==> config.mk <==
export PLATFORM = sky130hd
export DESIGN_NAME = float_result_bcd
export DESIGN_NICKNAME = d
export VERILOG_FILES = /design/src/rtl/float_result_bcd.sv
export SDC_FILE = /design/constraint.sdc
export NUM_CORES = 1
export LEC_CHECK = 0
export ABC_AREA = 1
export ABC_CLOCK_PERIOD_IN_PS = 1800
export CAP_MARGIN = 20
export CORE_ASPECT_RATIO = 0.5
export CORE_UTILIZATION = 54
export DETAILED_ROUTE_END_ITERATION = 10
export PLACE_DENSITY = 0.88
export SYNTH_ARGS = -nofsm -noshare
export SYNTH_HDL_FRONTEND = slang
export SYNTH_SLANG_ARGS = --single-unit
export TNS_END_PERCENT = 5
==> constraint.sdc <==
create_clock -name clk -period 1.8 [get_ports clk]
set_input_delay 0.36 -clock clk [delete_from_list [all_inputs] [get_ports clk]]
set_output_delay 0.36 -clock clk [all_outputs]
set_load 0.1 [all_outputs]
==> src/rtl/float_result_bcd.sv <==
// float_result_bcd: converts a signed integer/decimal result pair into sign
// flags plus packed BCD magnitudes, using a one-bit-per-cycle double-dabble.
// The integer and decimal fields share one step counter. The integer path
// stops once its own bits are consumed.
module float_result_bcd #(
    parameter int INTEGER_WIDTH = 8,
    parameter int DECIMAL_WIDTH = 23,
    parameter int INT_DIGITS    = 3,
    parameter int DEC_DIGITS    = 7
) (
    input  logic                      clk,
    input  logic                      rst_n,
    input  logic                      in_valid,
    output logic                      in_ready,
    input  logic [INTEGER_WIDTH-1:0]  result_integer,
    input  logic [DECIMAL_WIDTH-1:0]  result_decimal,
    output logic                      out_valid,
    input  logic                      out_ready,
    output logic                      out_int_negative,
    output logic                      out_dec_negative,
    output logic [4*INT_DIGITS-1:0]   out_int_bcd,
    output logic [4*DEC_DIGITS-1:0]   out_dec_bcd
);

    localparam int N  = (INTEGER_WIDTH > DECIMAL_WIDTH) ? INTEGER_WIDTH : DECIMAL_WIDTH;
    localparam int CW = $clog2(N + 1);
    localparam logic [CW-1:0] LAST_STEP = CW'(N - 1);
    localparam logic [CW-1:0] INT_STEPS = CW'(INTEGER_WIDTH);

    typedef enum logic [1:0] {IDLE, CONVERT, DONE} state_t;

    state_t                     state_q, state_d;
    logic [CW-1:0]              cnt_q, cnt_d;
    logic [INTEGER_WIDTH-1:0]   int_mag_q, int_mag_d;
    logic [DECIMAL_WIDTH-1:0]   dec_mag_q, dec_mag_d;
    logic [4*INT_DIGITS-1:0]    int_bcd_q, int_bcd_d;
    logic [4*DEC_DIGITS-1:0]    dec_bcd_q, dec_bcd_d;
    logic                       int_neg_q, int_neg_d;
    logic                       dec_neg_q, dec_neg_d;

    logic [4*INT_DIGITS-1:0]    int_adj;
    logic [4*DEC_DIGITS-1:0]    dec_adj;

    assign in_ready         = (state_q == IDLE) && rst_n;
    assign out_valid        = (state_q == DONE);
    assign out_int_negative = int_neg_q;
    assign out_dec_negative = dec_neg_q;
    assign out_int_bcd      = int_bcd_q;
    assign out_dec_bcd      = dec_bcd_q;

    // Add-3 correction: every BCD digit >= 5 is bumped so that the next shift carries correctly.
    always_comb begin
        int_adj = int_bcd_q;
        dec_adj = dec_bcd_q;
        for (int i = 0; i < INT_DIGITS; i++) begin
            if (int_bcd_q[4*i +: 4] >= 4'd5)
                int_adj[4*i +: 4] = int_bcd_q[4*i +: 4] + 4'd3;
        end
        for (int j = 0; j < DEC_DIGITS; j++) begin
            if (dec_bcd_q[4*j +: 4] >= 4'd5)
                dec_adj[4*j +: 4] = dec_bcd_q[4*j +: 4] + 4'd3;
        end
    end

    // Next-state logic: accept a pair in IDLE, run N shift steps, hold the result until it is taken.
    always_comb begin
        state_d   = state_q;
        cnt_d     = cnt_q;
        int_mag_d = int_mag_q;
        dec_mag_d = dec_mag_q;
        int_bcd_d = int_bcd_q;
        dec_bcd_d = dec_bcd_q;
        int_neg_d = int_neg_q;
        dec_neg_d = dec_neg_q;
        case (state_q)
            IDLE: begin
                if (in_valid && in_ready) begin
                    int_neg_d = result_integer[INTEGER_WIDTH-1];
                    dec_neg_d = result_decimal[DECIMAL_WIDTH-1];
                    // Unsigned negation of the most negative value yields its true magnitude.
                    int_mag_d = result_integer[INTEGER_WIDTH-1] ? -result_integer : result_integer;
                    dec_mag_d = result_decimal[DECIMAL_WIDTH-1] ? -result_decimal : result_decimal;
                    int_bcd_d = '0;
                    dec_bcd_d = '0;
                    cnt_d     = '0;
                    state_d   = CONVERT;
                end
            end
            CONVERT: begin
                dec_bcd_d = {dec_adj[4*DEC_DIGITS-2:0], dec_mag_q[DECIMAL_WIDTH-1]};
                dec_mag_d = {dec_mag_q[DECIMAL_WIDTH-2:0], 1'b0};
                if (cnt_q < INT_STEPS) begin
                    int_bcd_d = {int_adj[4*INT_DIGITS-2:0], int_mag_q[INTEGER_WIDTH-1]};
                    int_mag_d = {int_mag_q[INTEGER_WIDTH-2:0], 1'b0};
                end
                cnt_d = cnt_q + 1'b1;
                if (cnt_q == LAST_STEP)
                    state_d = DONE;
            end
            DONE: begin
                if (out_ready)
                    state_d = IDLE;
            end
            default: state_d = IDLE;
        endcase
    end

    // State and datapath registers. Reset wins over any handshake on the same edge.
    always_ff @(posedge clk) begin
        if (!rst_n) begin
            state_q   <= IDLE;
            cnt_q     <= '0;
            int_mag_q <= '0;
            dec_mag_q <= '0;
            int_bcd_q <= '0;
            dec_bcd_q <= '0;
            int_neg_q <= 1'b0;
            dec_neg_q <= 1'b0;
        end else begin
            state_q   <= state_d;
            cnt_q     <= cnt_d;
            int_mag_q <= int_mag_d;
            dec_mag_q <= dec_mag_d;
            int_bcd_q <= int_bcd_d;
            dec_bcd_q <= dec_bcd_d;
            int_neg_q <= int_neg_d;
            dec_neg_q <= dec_neg_d;
        end
    end

endmodule

==> results of run 1 <==
## registers in the layout, indices dropped and copies added, names as in the netlist
| name | cells |
|---|---|
| out_dec_negative | 1 |
| out_int_bcd | 12 |
| int_mag_q | 8 |
| dec_mag_q | 23 |
| out_dec_bcd | 28 |
| out_int_negative | 1 |
| cnt_q | 5 |
| state_q | 2 |
## synth_stat cells, types with 2 or more instances
master / n / area, um2
nand3_1: 79 / 395
o22ai_1: 11 / 68.8
or2_2: 2 / 12.5
nor3_1: 12 / 60.1
o211ai_1: 2 / 15.0
buf_6: 3 / 33.8
nand3b_1: 3 / 22.5
o21ai_0: 54 / 270
a21oi_1: 82 / 410
nand2_1: 158 / 593
nand4_1: 5 / 31.3
a211oi_1: 2 / 15.0
clkbuf_1: 16 / 60.1
buf_2: 8 / 40.0
inv_2: 5 / 18.8
ha_1: 24 / 300
inv_1: 120 / 450
nand2_2: 3 / 18.8
a31oi_1: 8 / 50.1
nor2_1: 56 / 210
xor2_1: 9 / 78.8
buf_4: 4 / 30.0
dfxtp_1: 80 / 1600
## per-stage QoR
step	worst slack, ns	std cells	power, mW	cell area (um2)	util, %
final	0.119	991	5.67	6870	78.6
after global routing	-0.000328	991	5.88	6870	78.6
after CTS	0.0898	991	5.65	6860	78.5
after detailed placement	-0.201	975	3.66	6540	74.9
after global placement	-0.162	975	3.61	6540	74.9
after floorplan	-0.229	757	3.03	4890	-
## where the power goes
group / internal [mW] / total, mW / switching (mW)
Sequential: 1.89 / 2.01 / 0.122
Clock: 1.24 / 1.98 / 0.737
Combinational: 0.624 / 1.68 / 1.05
## layer usage
metal,wire length [um],share of wire (%),up-vias,global-route usage [%]
li1,-,-,2676,-
met3,886,6.2,54,6.43
met2,6990,49,230,52.8
met4,418,2.9,0,15.2
met5,0,0,-,0
met1,5950,42,2551,39.0
## cell families (layout without fill, tap and decap cells)
logic type	count (synthesis)	in the layout	share of synthesized area [%]
AO/OA/AOI/OAI	165	165	18.0
XOR/XNOR	9	9	1.62
adder cells (fa/ha/maj)	24	24	6.15
buffers and inverters	157	274	13.1
flip-flops	80	80	32.8
AND/OR/NAND/NOR	322	322	28.3
## cell type report
cell class | instances | area, um2 | area share [%]
clock inverters | 6 | 82.6 | 1.20
well taps | 117 | 146 | 2.13
flip-flops and latches | 80 | 1610 | 23.5
repair buffers | 133 | 1670 | 24.3
inverters | 125 | 469 | 6.83
multi-input cells | 520 | 2650 | 38.6
clock buffers | 10 | 239 | 3.48
## worst max-delay path: stages (launching register included)
cell and delay [ns]:
dfxtp_1 0.39, inv_1 0.12, nand2_1 0.19, inv_2 0.08, nand3_2 0.14, nand2_2 0.10, inv_2 0.22, nand2_1 0.14
a21oi_1 0.21
## path summary, 6_finish.rpt
| kind | start | to |
|---|---|---|
| setup reg to reg | state_q[1] | out_int_bcd[10] |
| setup / recovery | state_q[1] | out_int_bcd[10] |
| hold / removal | dec_mag_q[0] | dec_mag_q[0] |
| hold reg to reg | dec_mag_q[0] | dec_mag_q[0] |
## what timing repair did
action                     CTS  global route
resized for setup            1             3
gates cloned                 0             0
setup endpoints to repair    1             4
hold buffers                 0             0
==> flow_summary.yaml, run 1 <==
floorplan:
  effective_utilization_at_floorplan_pct: 55.8
  num_rows: 24
  floorplan.core_area_mm2: 0.00874
  die_width_um: 136
  floorplan.io_pins: 79
  die_h_um: 69.2
  floorplan.die_area_mm2: 0.00944
final_layout:
  num-fill-cells: 553
  layout-drive-gt1-share_pct: 16.0
  layout-area-overhead-vs-synth_pct: 40.8
  layout.cells.most_common: "nand2_1"
  layout.cells.most_common_list: "158 x nand2_1, 120 x inv_1, 82 x a21oi_1"
  layout.nets: 928
  antenna-diode-count: 0
hold_path:
  min_path_cells: 2
  worst_hold_path_type: "flop to flop"
worst_setup_path:
  setup_slack_reg_to_reg_ns: 0.12
  critPathMaxFanout: 14
  worst-r2r-cell-count: 8
  worst_setup_path_start_kind: "flop"
  cp-end-kind: "flop"
  critical_path_class: "flop to flop"
  arrival_ns: 1.94
  cp_data_required_time_ns: 2.06
logic_synthesis:
  syn_avg_cell_area_um2: 6.45
  gate_count_after_technology_mapping: 757
  synth.net_count: 816
  ys_types: 34
  yosys_most_used_dff: "dfxtp_1"
  postSynthRegisterBits: 80
  synth_enable_flop_cells: 0
  ys_seq_area_share_pct: 32.8
  synth_warnings: 0
  ys_async_sr_fraction_pct: 0
  syn_area_mm2: 0.00488
timing:
  fmaxAchievable_mhz: 595
  timing.hold.ws_ns: 0.471
  maxSlewViolCount: 0
  grt_setup_unrepaired: "yes"
  maxSlewHeadroom_pct: 51.8
  setup-violations-final: 0
  worstMarginPinSlew_ns: 0.723
  final.setup.tns_ns: 0
  fin_worst_skew_ns: 0.00678
  fin_crit_sh_pct: 93.4
  final.min_clock_period_ns: 1.68
  hold_violations: 0
cts:
  clkTransAtPathRegs_ns: 0.06
  clk-insertion-delay-late_ns: 0.35
  cts-buffers-inserted: 9
  clk_path_buf_depth: 2
  tritoncts: "built"
  clock_tree.root_cell: "clkbuf_16"
  cts.sink_count: 80
  htree_num_levels: 3
  cts_post_setup_buffers_inserted: 0
place:
  io_buffers: 78
  routability_congestion_estimate: 0.906
  detailedPlacementHpwl_mm: 9.39
routing:
  drt-vias-per-instance: 5.56
  drt-pass1-iter-count: 6
  drtAntennaViolNets: 0
  route.detailed.drc: 0
  drtIter0Drc: 564
  avgRoutedWirePerCell_um: 14.4
  finalWirelength_mm: 14.3
  num_vias: 5511
global_routing:
  grt_remaining_overflow: 0
  track_usage_pct: 31.7
  number_of_global_route_vias_before_repair: 5322
  grt_antenna_before_repair: 0
  first_pass_grt_wire_length_mm: 23.9
  pin_count_of_the_biggest_net_entering_global_routing: 67
power_and_ir_drop:
  pwr_density_cell_mw_per_mm2: 825
  max-vdd-ir-drop_mv: 0.623
  p_leak_nw: 2.77
status:
  status: "completed"
flow_run:
  max_cap_violations: 0
(Power assumes the default switching activity.)
==> inputs of run 2 (changes only) <==
PLACE_DENSITY = not set   (was 0.88)
PLACE_DENSITY_LB_ADDON = 0.1   (was not set)
==> run 2 against run 1 <==
Effect of this change: count of clock-buffer cells in the layout rose by 2; global-route usage fell by 3.3 points; power fell by 4.4%; largest cell class unchanged; highest routed layer unchanged.
==> flow_summary.yaml, run 2 (synthesis results as in run 1) <==
floorplan:
  num_rows: 24
  die_h_um: 69.2
  floorplan.die_area_mm2: 0.00944
  effective_utilization_at_floorplan_pct: 55.8
  die_width_um: 136
  floorplan.core_area_mm2: 0.00874
  floorplan.io_pins: 79
worst_setup_path:
  critical_path.reg2reg.endpoint: "dec_mag_q[8]"
  r2r-start: "state_q[0]"
  critical_path_class: "input port to flop"
  crit_path_frequent_cell: "nand2_1"
  setup_slack_reg_to_reg_ns: 0.25
  cp_data_required_time_ns: 1.98
  worst-r2r-cell-count: 7
  critical_path.max_stage_delay_ns: 0.43
  worst_setup_path_start_kind: "input port"
  critPathSlowestCell: "clkdlybuf4s50_1"
  arrival_ns: 1.84
  critPathMaxFanout: 4
  cp-end-kind: "flop"
  timing.critical_path.cells: "clkdlybuf4s50_1, inv_1, ha_2, nand2_1, nor2_2, nand2_1, nand2_1, nand2_1, nand2_1, nand2_1, nand2_1, a21oi_1"
final_layout:
  design_area_mm2: 0.00685
  layout.cells.most_common_list: "158 x nand2_1, 120 x inv_1, 82 x a21oi_1"
  layout.nets: 929
  layout-area-overhead-vs-synth_pct: 40.3
  num-fill-cells: 629
  antenna-diode-count: 0
  layout-drive-gt1-share_pct: 15.9
  max_ffs_per_register: 28
  layout.cells.most_common: "nand2_1"
cts:
  tritoncts: "built"
  clock_tree.root_cell: "clkbuf_16"
  htree_num_levels: 3
  clkTransAtPathRegs_ns: 0.06
  clk_path_buf_depth: 2
  holdBufCountCts: 0
  cts.sink_count: 80
  cts-buffers-inserted: 9
  clk-insertion-delay-late_ns: 0.33
timing:
  setup-violations-final: 0
  fin_worst_skew_ns: 0.00533
  final.setup.tns_ns: 0
  fin_crit_sh_pct: 92.6
  hold_violations: 0
  worstMarginPinSlew_ns: 0.701
  maxSlewViolCount: 0
  final.setup.worst_slack_ns: 0.134
  grt_setup_unrepaired: "no"
  fmaxAchievable_mhz: 600
  final.min_clock_period_ns: 1.67
  maxSlewHeadroom_pct: 53.3
flow_run:
  max_cap_violations: 0
routing:
  finalWirelength_mm: 12.6
  num_vias: 5241
  avgRoutedWirePerCell_um: 12.7
  route.detailed.drc: 0
  drtAntennaViolNets: 0
  drt-pass1-iter-count: 7
  drtIter0Drc: 390
  drt-vias-per-instance: 5.29
power_and_ir_drop:
  pwr_density_cell_mw_per_mm2: 792
  total_power_mw: 5.42
  p_leak_nw: 2.76
  max-vdd-ir-drop_mv: 0.589
status:
  status: "completed"
place:
  placed_area_mm2: 0.00655
  routability_congestion_estimate: 0.884
  io_buffers: 78
  dp_worst_setup_slack_ns: -0.191
  detailedPlacementHpwl_mm: 9.06
hold_path:
  min_delay_worst_endpoint: "dec_mag_q[0]"
  worst_hold_path_type: "flop to flop"
  hp-start: "dec_mag_q[0]"
  min_path_cells: 2
global_routing:
  track_usage_pct: 28.4
  grt_remaining_overflow: 0
  number_of_global_route_vias_before_repair: 4819
  grt_antenna_before_repair: 0
  pin_count_of_the_biggest_net_entering_global_routing: 67
  first_pass_grt_wire_length_mm: 21.6
==> run 2: cell types whose count changed in the layout (fill, tap and decap cells not counted), sizes merged <==
cell | before | now
buf | 99 | 100
bufinv | 2 | 1
clkbuf | 10 | 12
clkinv | 3 | 1
==> run 2: per-stage QoR <==
step           hold slack (ns)  utilization (%)  instances
3_5_place_dp             0.456             75.0        976
5_1_grt                  0.482             78.3        991
4_1_cts                  0.464             78.3        991
3_3_place_gp             0.451             75.0        976
2_1_floorplan            0.438                -        757
6_report                 0.463             78.3        991
==> run 2: layout make-up <==
class / count / area, um2 / share of cell area, %
multi-input combinational: 520 / 2650 / 38.7
inverter: 125 / 469 / 6.85
clock buffer: 12 / 246 / 3.60
sequential: 80 / 1610 / 23.5
clock inverter: 3 / 42.5 / 0.621
tap: 117 / 146 / 2.14
timing repair buffer: 134 / 1680 / 24.5
==> run 2: where the power goes <==
| group | internal, mW | switching (mW) | total, mW | leakage (nW) |
|---|---|---|---|---|
| combinational | 0.627 | 1.02 | 1.64 | 1.97 |
| sequential | 1.89 | 0.113 | 2.01 | 0.654 |
| clock | 1.10 | 0.672 | 1.77 | 0.139 |
==> run 2: what timing repair did <==
action / CTS / global route
setup endpoints to repair: 1 / 4
resized for setup: 1 / 3
buffers inserted: 0 / 0
==> run 2: layer usage <==
| layer | vias to the layer above | global-route usage (%) | wire length [um] |
|---|---|---|---|
| met5 | - | 0 | 0 |
| met4 | 0 | 9.01 | 207 |
| met3 | 24 | 5.63 | 590 |
| met2 | 165 | 47.0 | 5970 |
| met1 | 2372 | 37.0 | 5860 |
| li1 | 2680 | - | - |
==> run 2: critical path: cells and delay by family <==
family                   cells  cell delay [ns]
AO/OA/AOI/OAI                1             0.08
AND/OR/NAND/NOR              8             0.65
buffers and inverters        2             0.52
adder cells (fa/ha/maj)      1             0.22
==> run 2: how the worst max path moves through the flow <==
stage / from / endpoint / slack (ns) / cells after the start
floorplan: state_q[0] / dec_mag_q[13] / -0.23 / 7
global placement: rst_n / out_int_bcd[0] / -0.17 / 9
detailed placement: result_decimal[0] / dec_mag_q[16] / -0.19 / 12
CTS: result_decimal[0] / dec_mag_q[16] / 0.07 / 12
global route: result_decimal[0] / dec_mag_q[10] / 0.008 / 9
finish: result_decimal[0] / dec_mag_q[16] / 0.13 / 12
==> edit: new RTL, settings of run 1 <==
The parameter `INTEGER_WIDTH` goes from 8 to 16.
--- a/src/rtl/float_result_bcd.sv
+++ b/src/rtl/float_result_bcd.sv
@@ -4,5 +4,5 @@
 // stops once its own bits are consumed.
 module float_result_bcd #(
-    parameter int INTEGER_WIDTH = 8,
+    parameter int INTEGER_WIDTH = 16,
     parameter int DECIMAL_WIDTH = 23,
     parameter int INT_DIGITS    = 3,
Ports: changed (resized result_integer); port bits go from 79 to 87. No check against the original RTL was run, so the function may have changed too.
==> edit against run 1 <==
- first-iteration DRC count fell by 16%
- wire length rose by 6.9%
- sequential share of layout area hardly changed
- area after synthesis increased by 11%
- setup slack worse by 27 ps
- power grew 0.65%
- sequential cell count up 8
- final area is 10% higher
- worst hold slack got worse by 5.6 ps
- clock skew fell by 0.90 ps
- final cell count grew 11%
==> edit: results (changes against run 1) <==
Post-Syn Nets = 907 (+11%)
placed cells = 1083 (+11%)
placed instance area = 7210 µm² (+10%)
GRT Overall Usage = 0.302 (-0.0143)
WP data arrival = 1960 ps (+20 ps)
Avg Vias per Cell = 5.55 (-0.26%)
IO Port Bufs = 86 (+10%)
met1 WL = 6.44 mm (+8.3%)
Filler cells = 623 (+13%)
slowest CP cell = clkdlybuf4s50_1
P_seq = 2.16 mW (+7%)
hold slack = 465 ps (-5.59 ps)
worst vdd ir = 0.000445 V (-29%)
setup ws final = 92.1 ps (-26.6 ps)
routability cong. = 0.934 (+3.1%)
router iterations before antenna repair = 5 (-1)
WL met2 = 7.39 mm (+5.7%)
crit-path max FO = 4 (-10)
Clock Skews = 5.88 ps (-0.895 ps)
vias in the first global route = 5789 (+8.8%)
Wirelength per Cell = 13.9 µm (-3.6%)
Reg-to-Reg Start = out_dec_bcd[12]$_SDFFE_PN0P_
crit path launch = result_decimal[0]
library cells used by synthesis = 37 (+8.8%)
layout cells sized above 1 = 0.166 (+0.00579)
Place WS = -274 ps (-73.3 ps)
Iteration-0 DRC Markers = 476 (-16%)
DP Wirelength = 10.7 mm (+14%)
Largest stage delay, worst path = 410 ps (+20 ps)
largest net degree at the start of global routing = 72 (+7.5%)
status = complete, no violations
first-pass GRT wire length = 25.4 mm (+6.3%)
met2 usage = 0.530 (+0.00118)
[edit: cell count changes after synthesis, moves of 5 or more]
cell	delta
nand3_1	+9
a31oi_1	+6
o21ai_0	+10
nor2_1	+21
or2_2	+6
o22ai_1	-5
dfxtp_1	+8
nand2_1	+26
inv_1	-15
[edit: area by class of cell]
cell class              instances  area [µm²]  area share
clock buffers                  12         267      0.0351
clock inverters                 4        75.1     0.00989
inverters                     111         430      0.0567
multi-input cells             605        3100       0.408
flip-flops and latches         88        1780       0.234
well taps                     135         169      0.0223
repair buffers                144        1770       0.234
[edit: logic make-up (layout without fill, tap and decap cells)]
| family | Yosys count | in the layout | share of synthesized area |
|---|---|---|---|
| fa+ha+maj | 24 | 24 | 0.0554 |
| xor+xnor | 11 | 11 | 0.0178 |
| compound gates | 182 | 182 | 0.181 |
| flops | 88 | 88 | 0.325 |
| simple gates | 388 | 388 | 0.308 |
| buf+inv | 147 | 271 | 0.113 |
